### src/rtl/calendar_pkg.sv
// Shared constants and BCD date helpers for the day/month/year calendar stage.
// Leap rule is only valid for the 2000-2099 window.
package calendar_pkg;

    localparam logic [7:0] BCD_00 = 8'h00;
    localparam logic [7:0] BCD_01 = 8'h01;
    localparam logic [7:0] BCD_12 = 8'h12;
    localparam logic [7:0] BCD_28 = 8'h28;
    localparam logic [7:0] BCD_29 = 8'h29;
    localparam logic [7:0] BCD_30 = 8'h30;
    localparam logic [7:0] BCD_31 = 8'h31;
    localparam logic [7:0] BCD_99 = 8'h99;

    localparam logic [1:0] ST_RUN    = 2'd0;
    localparam logic [1:0] ST_CHECK  = 2'd1;
    localparam logic [1:0] ST_COMMIT = 2'd2;
    localparam logic [1:0] ST_REJECT = 2'd3;

    // Year 20ty is a leap year when ty mod 4 == 0, read directly off the digits.
    function automatic logic is_leap_bcd(input logic [7:0] year);
        logic [3:0] u;
        u = year[3:0];
        if (!year[4]) return (u == 4'd0) || (u == 4'd4) || (u == 4'd8);
        else          return (u == 4'd2) || (u == 4'd6);
    endfunction

    function automatic logic [7:0] dim_bcd(input logic [7:0] month, input logic leap);
        case (month)
            8'h02:                      return leap ? BCD_29 : BCD_28;
            8'h04, 8'h06, 8'h09, 8'h11: return BCD_30;
            default:                    return BCD_31;
        endcase
    endfunction

    function automatic logic bcd_valid(input logic [7:0] b);
        return (b[7:4] <= 4'd9) && (b[3:0] <= 4'd9);
    endfunction

endpackage

### src/rtl/date_calendar_bcd2_step.sv
// Two-digit BCD incrementer: returns load_val once cur reaches wrap_at, else cur+1.
// Values above wrap_at also wrap, so a corrupt field cannot count upward forever.
module bcd2_step (
    input  logic [7:0] cur,
    input  logic [7:0] wrap_at,
    input  logic [7:0] load_val,
    output logic [7:0] next,
    output logic       wrapped
);

    always_comb begin
        wrapped = (cur >= wrap_at);
        if (wrapped)                next = load_val;
        else if (cur[3:0] >= 4'd9)  next = {cur[7:4] + 4'd1, 4'd0};
        else                        next = {cur[7:4], cur[3:0] + 4'd1};
    end

endmodule

### src/rtl/date_calendar.sv
// BCD day/month/year calendar advanced by the hour stage's day_inc pulse,
// with a validated three-step load path (capture, check, commit/reject).
module date_calendar
    import calendar_pkg::*;
#(
    parameter logic [7:0] DAY_RST   = 8'h01,
    parameter logic [7:0] MONTH_RST = 8'h01,
    parameter logic [7:0] YEAR_RST  = 8'h00
) (
    input  logic       clk,
    input  logic       clr,
    input  logic       day_inc,
    input  logic       set_req,
    input  logic [7:0] set_day,
    input  logic [7:0] set_month,
    input  logic [7:0] set_year,
    output logic [7:0] day_bcd,
    output logic [7:0] month_bcd,
    output logic [7:0] year_bcd,
    output logic       leap,
    output logic       year_rco,
    output logic       busy,
    output logic       set_ack,
    output logic       set_err
);

    logic [1:0] state_q, state_d;
    logic [7:0] day_q, day_d, month_q, month_d, year_q, year_d;
    logic [7:0] sh_day_q, sh_day_d, sh_month_q, sh_month_d, sh_year_q, sh_year_d;
    logic       leap_q, leap_d, rco_q, rco_d, ack_q, ack_d, err_q, err_d;
    logic       arm_q, arm_d;

    logic [7:0] dim_cur, day_next, month_next, year_next;
    logic       day_wrap, month_wrap, year_wrap, date_bad, set_ok;

    assign dim_cur = dim_bcd(month_q, is_leap_bcd(year_q));

    bcd2_step u_day   (.cur(day_q),   .wrap_at(dim_cur), .load_val(BCD_01),
                       .next(day_next),   .wrapped(day_wrap));
    bcd2_step u_month (.cur(month_q), .wrap_at(BCD_12),  .load_val(BCD_01),
                       .next(month_next), .wrapped(month_wrap));
    bcd2_step u_year  (.cur(year_q),  .wrap_at(BCD_99),  .load_val(BCD_00),
                       .next(year_next),  .wrapped(year_wrap));

    assign date_bad = !bcd_valid(day_q) || !bcd_valid(month_q) ||
                      (month_q == BCD_00) || (month_q > BCD_12) ||
                      (day_q == BCD_00) || (day_q > dim_cur);

    assign set_ok = bcd_valid(sh_day_q) && bcd_valid(sh_month_q) && bcd_valid(sh_year_q) &&
                    (sh_month_q != BCD_00) && (sh_month_q <= BCD_12) && (sh_day_q != BCD_00) &&
                    (sh_day_q <= dim_bcd(sh_month_q, is_leap_bcd(sh_year_q)));

    always_comb begin
        state_d    = state_q;
        day_d      = day_q;
        month_d    = month_q;
        year_d     = year_q;
        sh_day_d   = sh_day_q;
        sh_month_d = sh_month_q;
        sh_year_d  = sh_year_q;
        leap_d     = is_leap_bcd(year_q);
        rco_d      = 1'b0;
        ack_d      = 1'b0;
        err_d      = 1'b0;
        // A held set_req re-arms only after it has been seen low.
        arm_d      = set_req ? arm_q : 1'b1;
        case (state_q)
            ST_RUN: begin
                if (set_req && arm_q) begin
                    sh_day_d   = set_day;
                    sh_month_d = set_month;
                    sh_year_d  = set_year;
                    arm_d      = 1'b0;
                    state_d    = ST_CHECK;
                end else if (day_inc) begin
                    if (date_bad) begin
                        day_d   = BCD_01;
                        month_d = BCD_01;
                    end else begin
                        day_d = day_next;
                        if (day_wrap) begin
                            month_d = month_next;
                            if (month_wrap) begin
                                year_d = year_next;
                                rco_d  = year_wrap;
                            end
                        end
                    end
                end
            end
            ST_CHECK:  state_d = set_ok ? ST_COMMIT : ST_REJECT;
            ST_COMMIT: begin
                day_d   = sh_day_q;
                month_d = sh_month_q;
                year_d  = sh_year_q;
                ack_d   = 1'b1;
                state_d = ST_RUN;
            end
            default: begin
                err_d   = 1'b1;
                state_d = ST_RUN;
            end
        endcase
    end

    always_ff @(posedge clk or posedge clr) begin
        if (clr) begin
            state_q    <= ST_RUN;
            day_q      <= DAY_RST;
            month_q    <= MONTH_RST;
            year_q     <= YEAR_RST;
            sh_day_q   <= BCD_00;
            sh_month_q <= BCD_00;
            sh_year_q  <= BCD_00;
            leap_q     <= is_leap_bcd(YEAR_RST);
            rco_q      <= 1'b0;
            ack_q      <= 1'b0;
            err_q      <= 1'b0;
            arm_q      <= 1'b1;
        end else begin
            state_q    <= state_d;
            day_q      <= day_d;
            month_q    <= month_d;
            year_q     <= year_d;
            sh_day_q   <= sh_day_d;
            sh_month_q <= sh_month_d;
            sh_year_q  <= sh_year_d;
            leap_q     <= leap_d;
            rco_q      <= rco_d;
            ack_q      <= ack_d;
            err_q      <= err_d;
            arm_q      <= arm_d;
        end
    end

    assign day_bcd   = day_q;
    assign month_bcd = month_q;
    assign year_bcd  = year_q;
    assign leap      = leap_q;
    assign year_rco  = rco_q;
    assign busy      = (state_q != ST_RUN);
    assign set_ack   = ack_q;
    assign set_err   = err_q;

endmodule

### config.mk
export PLATFORM = sky130hd
export DESIGN_NAME = date_calendar
export DESIGN_NICKNAME = d
export VERILOG_FILES = /design/src/rtl/calendar_pkg.sv /design/src/rtl/date_calendar_bcd2_step.sv /design/src/rtl/date_calendar.sv
export SDC_FILE = /design/constraint.sdc
export NUM_CORES = 1
export LEC_CHECK = 0
export ABC_CLOCK_PERIOD_IN_PS = 6990
export BUFFER_PORTS_ARGS = -buffer_cell sky130_fd_sc_hd__clkbuf_2
export CAP_MARGIN = 40
export CORE_UTILIZATION = 50
export DETAILED_ROUTE_END_ITERATION = 8
export PLACE_DENSITY = 0.69
export SYNTH_ARGS = -nofsm -noshare
export SYNTH_HDL_FRONTEND = slang
export SYNTH_SLANG_ARGS = --single-unit
export TNS_END_PERCENT = 20
### constraint.sdc
create_clock -name clk -period 6.99 [get_ports clk]
set_clock_uncertainty 0.2 [all_clocks]
set_input_delay 0.699 -clock clk [delete_from_list [all_inputs] [get_ports clk]]
set_output_delay 0.699 -clock clk [all_outputs]
set_load 0.02 [all_outputs]
==> results of run 1 <==
## power breakdown
group          switching (mW)  internal, mW  leakage, nW
registers               0.225         0.475        0.668
logic                   0.634         0.447         1.10
clock network           0.113        0.0729       0.0489
total                   0.972         0.995         1.81
## kinds of logic after synthesis
group / synth area share
xor+xnor: 0.00498
fa+ha+maj: 0.0959
compound gates: 0.207
flops: 0.392
buf+inv: 0.0426
simple gates: 0.162
mux: 0.0949
## metal layers
metal,track usage,share of wire,vias up
met5,0,0,-
met4,0.0621,0.013,0
met3,0.0385,0.063,11
met2,0.393,0.46,101
met1,0.353,0.46,1388
li1,-,-,1429
## final cells by class
type / count / area [µm²] / share of cell area
clock buffers: 5 / 68.8 / 0.0172
clock inverters: 3 / 22.5 / 0.00564
inverters: 25 / 93.8 / 0.0235
multi-input cells: 264 / 1990 / 0.498
flip-flops and latches: 55 / 1380 / 0.346
well taps: 96 / 120 / 0.0301
repair buffers: 59 / 318 / 0.0795
## Yosys cell counts (7+ instances only)
master / n
a21oi_1: 13
a22oi_1: 7
clkbuf_1: 8
dfrtp_1: 51
ha_1: 27
inv_1: 25
mux2_2: 27
nand2_1: 24
nand3_1: 10
nor2_1: 30
o21ai_0: 15
## worst max-delay path, cell delays in order, from the launching register on
cell and delay, ps:
dfrtp_1 450, inv_1 90, ha_1 250, mux2_2 270, and3_1 170, o21a_1 180, a21oi_1 150, ha_1 260
or4b_4 510, a22oi_1 330, a31oi_1 120, o41ai_4 380, mux2_2 390
## worst paths after layout
path                       slack, ps            to  depth (start not counted)    startpoint
max reg2reg                     3130  month_bcd[4]                         12  month_bcd[4]
min in group asynchronous        340   sh_day_q[5]                          3           clr
min reg2reg                      280         arm_q                          2         arm_q
min                              280         arm_q                          2         arm_q
max in group asynchronous       5800    day_bcd[5]                          3           clr
max                             3130  month_bcd[4]                         12  month_bcd[4]
## state kept, by name (all words and copies together), names as in the netlist
register,count
year_bcd,8
arm_q,1
day_bcd,8
sh_day_q,8
sh_year_q,8
set_ack,1
sh_month_q,8
set_err,1
leap,1
year_rco,1
state_q,2
month_bcd,8
## metrics by stage
step | instances | util | hold WS [ps] | power, mW | setup slack (ps)
floorplan | 356 | - | 244 | 1.47 | 3360
global placement | 497 | 0.570 | 252 | 1.74 | 3250
detailed placement | 499 | 0.575 | 265 | 1.79 | 3180
CTS | 507 | 0.588 | 281 | 1.97 | 3140
finish | 507 | 0.588 | 281 | 1.97 | 3130
global route | 507 | 0.588 | 314 | 2.14 | 2960
==> results.json, run 1 <==
{
  "htreeDepth": 2,
  "grt_pass1_wl_um": 14100,
  "antenna_found_initial": 0,
  "dieArea_mm2": 0.00738,
  "clk_pin_slew_ps": 100,
  "dieHeight_um": 85.9,
  "drt_first_pass_iters": 4,
  "synth_seq_cells": 55,
  "p_leak_nw": 1.81,
  "areaGrowthSynthToFinish_pct": 13.5,
  "post-route-min-period_ps": 3860,
  "min_period_over_period": 0.552,
  "vias": 2929,
  "fin_setup_tns_ps": 0,
  "final_net_count": 465,
  "synth_ff_type": "dfrtp_1",
  "cellPowerDensity_mw_per_mm2": 492,
  "drc": 0,
  "yosys_warnings": 0,
  "yosysTopAreaCell": "dfrtp_1",
  "grt.total_usage": 0.247,
  "clock.fmax_ghz": 0.259,
  "fp-row-count": 30,
  "end_kind": "flop",
  "io_buffers": 56,
  "startpoint_type": "flop",
  "required_ps": 7000,
  "cts.sinks": 55,
  "fill_cells": 626,
  "drv_cap": 0,
  "gp_routability_congestion": 0.929,
  "rsz0062_at_grt": "false",
  "drive_gt1_frac": 0.273,
  "final_area_mm2": 0.00400,
  "hpwl_um": 6430,
  "die_w_um": 85.9,
  "hold_buffers": 0,
  "hold_class": "flop to flop",
  "slew_viol_final": 0,
  "via_per_inst": 5.78,
  "grt_max_degree": 56,
  "synthDominantCellAreaShare": 0.362,
  "wirelength_um": 8310,
  "cts_inserted_buffers": 5,
  "ant_nets": 0,
  "status": "finished, final reports clean",
  "syn_area_per_cell_um2": 9.89,
  "synth.area.top_cells": "dfrtp_1 36%, ha_1 9.6%, mux2_2 8.6%",
  "ir_drop_mv": 0.209,
  "cts_repair_resize_count": 0,
  "ios": 57,
  "clock_path_buffers": 2,
  "ys_seq_area_frac": 0.392,
  "worstSetupPathType": "flop to flop",
  "syn_inst": 356,
  "grt_pass1_vias": 2843,
  "layout_commonest_cell": "clkbuf_2",
  "placed_cell_area_mm2": 0.00391,
  "synth_cell_types": 66,
  "cp_max_fo": 5,
  "overflow": 0,
  "critPathArrivalTime_ps": 3870,
  "clkLatencyLatePin_ps": 320,
  "tightest_slew_ps": 796,
  "avgRoutedWirePerCell_um": 16.4,
  "async_flop_share": 1.00,
  "start_util": 0.518,
  "syn_area_mm2": 0.00352,
  "finalHoldViolCount": 0,
  "setup_viol": 0,
  "cts_setup_buffers": 0,
  "cts_tree": "yes",
  "synth_nets": 411,
  "drt_iter0_drc": 262,
  "fp.coreArea_mm2": 0.00679,
  "maxSlewHeadroom": 0.467,
  "synth-edff-count": 0,
  "cts_root_buf": "clkbuf_8",
  "diodes": 0,
  "most-common-layout-cells": "56 x clkbuf_2, 51 x dfrtp_1, 29 x nor2_1"
}
No activity file was read; power rests on OpenSTA's default activity.
==> run 2, diff against run 1 <==
--- a/config.mk
+++ b/config.mk
@@ -5,7 +5,7 @@
 export SDC_FILE = /design/constraint.sdc
 export NUM_CORES = 1
 export LEC_CHECK = 0
-export ABC_CLOCK_PERIOD_IN_PS = 6990
+export ABC_CLOCK_PERIOD_IN_PS = 4000
 export BUFFER_PORTS_ARGS = -buffer_cell sky130_fd_sc_hd__clkbuf_2
 export CAP_MARGIN = 40
 export CORE_UTILIZATION = 50
==> constraint.sdc (replaced) <==
create_clock -name clk -period 4 [get_ports clk]
set_clock_uncertainty 0.2 [all_clocks]
set_input_delay 0.4 -clock clk [delete_from_list [all_inputs] [get_ports clk]]
set_output_delay 0.4 -clock clk [all_outputs]
set_load 0.02 [all_outputs]
==> run 2 against run 1 <==
Effect of this change: sequential share of layout area is 0.67 points lower; clock-buffer cell count is 1 higher; global-route usage is 0.26 points higher; first-iteration DRC count is 31% lower; die area stayed put; via count is 2.3% higher; hold slack worse by 260 ps; sequential cell count stayed put.
==> results.json, run 2 (same netlist as run 1, synthesis figures left out) <==
{
  "final_net_count": 470,
  "cts_root_buf": "clkbuf_8",
  "die_w_um": 85.9,
  "post-route-min-period_ps": 3830,
  "diodes": 0,
  "met2_length_um": 3840,
  "drc": 0,
  "finalHoldViolCount": 0,
  "gp_routability_congestion": 0.929,
  "worstHoldStart": "set_req",
  "whs_ps": 19.2,
  "hpwl_um": 6580,
  "io_buffers": 56,
  "startpoint_type": "flop",
  "vias": 2995,
  "reg2reg_slack_ps": 170,
  "drt_iter0_drc": 180,
  "cts_tree": "yes",
  "grt_pass1_wl_um": 14300,
  "slew_viol_final": 0,
  "worst_setup_path_startpoint": "month_bcd[5]",
  "timing.rr.start": "month_bcd[5]",
  "most-common-layout-cells": "56 x clkbuf_2, 51 x dfrtp_1, 29 x nor2_1",
  "route.met3.wl_um": 521,
  "drt_first_pass_iters": 4,
  "clock_path_buffers": 2,
  "cts.sinks": 55,
  "grt_pass1_vias": 2862,
  "status": "finished, final reports clean",
  "worstSetupPathType": "flop to flop",
  "rsz0062_at_grt": "true",
  "hold_class": "input port to flop",
  "cts_inserted_buffers": 5,
  "dieArea_mm2": 0.00738,
  "ios": 57,
  "critPathArrivalTime_ps": 3840,
  "via_per_inst": 5.85,
  "tightest_slew_ps": 696,
  "fp.coreArea_mm2": 0.00679,
  "cts_setup_buffers": 0,
  "grt_max_degree": 26,
  "grt.total_usage": 0.249,
  "cp_max_fo": 6,
  "wirelength_um": 8600,
  "drt-met1-wl_um": 4070,
  "clkLatencyLatePin_ps": 320,
  "cellPowerDensity_mw_per_mm2": 863,
  "htreeDepth": 2,
  "end_kind": "flop",
  "finalPower_mw": 3.52,
  "drive_gt1_frac": 0.284,
  "areaGrowthSynthToFinish_pct": 15.7,
  "p_leak_nw": 1.85,
  "drv_cap": 0,
  "layout_commonest_cell": "clkbuf_2",
  "ir_drop_mv": 0.378,
  "antenna_found_initial": 0,
  "min_period_over_period": 0.957,
  "clk_pin_slew_ps": 100,
  "overflow": 0,
  "start_util": 0.518,
  "maxSlewHeadroom": 0.531,
  "required_ps": 4020,
  "fp-row-count": 30,
  "ant_nets": 0,
  "setup_viol": 0,
  "clock.fmax_ghz": 0.261,
  "top_layer_used": "met4",
  "avgRoutedWirePerCell_um": 16.8,
  "dieHeight_um": 85.9
}
run 2: cell count changes in the layout (fill, tap and decap cells not counted), sizes merged:
cell	before	now
buf	3	7
inv	27	26
dlygate4sd3	0	1
clkbuf	61	62
run 2: final cells by class:
type / instances / area [µm²]
fillers: 589 / 2720
multi-input cells: 264 / 2010
flip-flops and latches: 55 / 1380
repair buffers: 64 / 370
well taps: 96 / 120
inverters: 25 / 93.8
clock buffers: 6 / 82.6
clock inverters: 2 / 20.0
run 2: final timing paths:
path	endpoint	cells after the start
worst max-delay path	month_bcd[4]	12
worst min-delay path	arm_q	2
max in group asynchronous	leap	4
min in group asynchronous	sh_day_q[5]	3
worst min register to register	arm_q	2
worst max register to register	month_bcd[4]	12
run 2: what timing repair did:
item,in CTS,in global routing
hold buffers,1,0
hold endpoints to repair,19,0
setup endpoints to repair,0,6
gates resized for setup,0,3
run 2: layer usage:
layer	global-route usage	vias up
li1	-	1444
met1	0.363	1437
met2	0.367	99
met3	0.0587	15
met4	0.0773	0
met5	0	-
run 2: critical path, stage by stage (launching register included):
cell and delay, ps:
dfrtp_1 470, inv_1 120, ha_1 240, mux2_2 270, and3_1 180, o21a_1 180, a21oi_1 150, ha_1 260
or4b_4 510, a22oi_1 270, a31oi_1 130, o41ai_4 380, mux2_2 380
run 2: through the flow:
step | utilization | cell area [µm²] | setup TNS (ps) | setup WS, ps | instances
after floorplan | - | 3520 | 0 | 373 | 356
after global placement | 0.575 | 3910 | 0 | 306 | 501
after detailed placement | 0.581 | 3950 | 0 | 188 | 503
after CTS | 0.598 | 4060 | 0 | 183 | 512
after global routing | 0.600 | 4080 | -12.4 | -8.63 | 512
final | 0.600 | 4080 | 0 | 173 | 512
run 2: power breakdown:
part	leakage (nW)	switching [mW]	internal (mW)
clock	0.0533	0.205	0.147
sequential	0.668	0.393	0.831
combinational	1.13	1.15	0.796
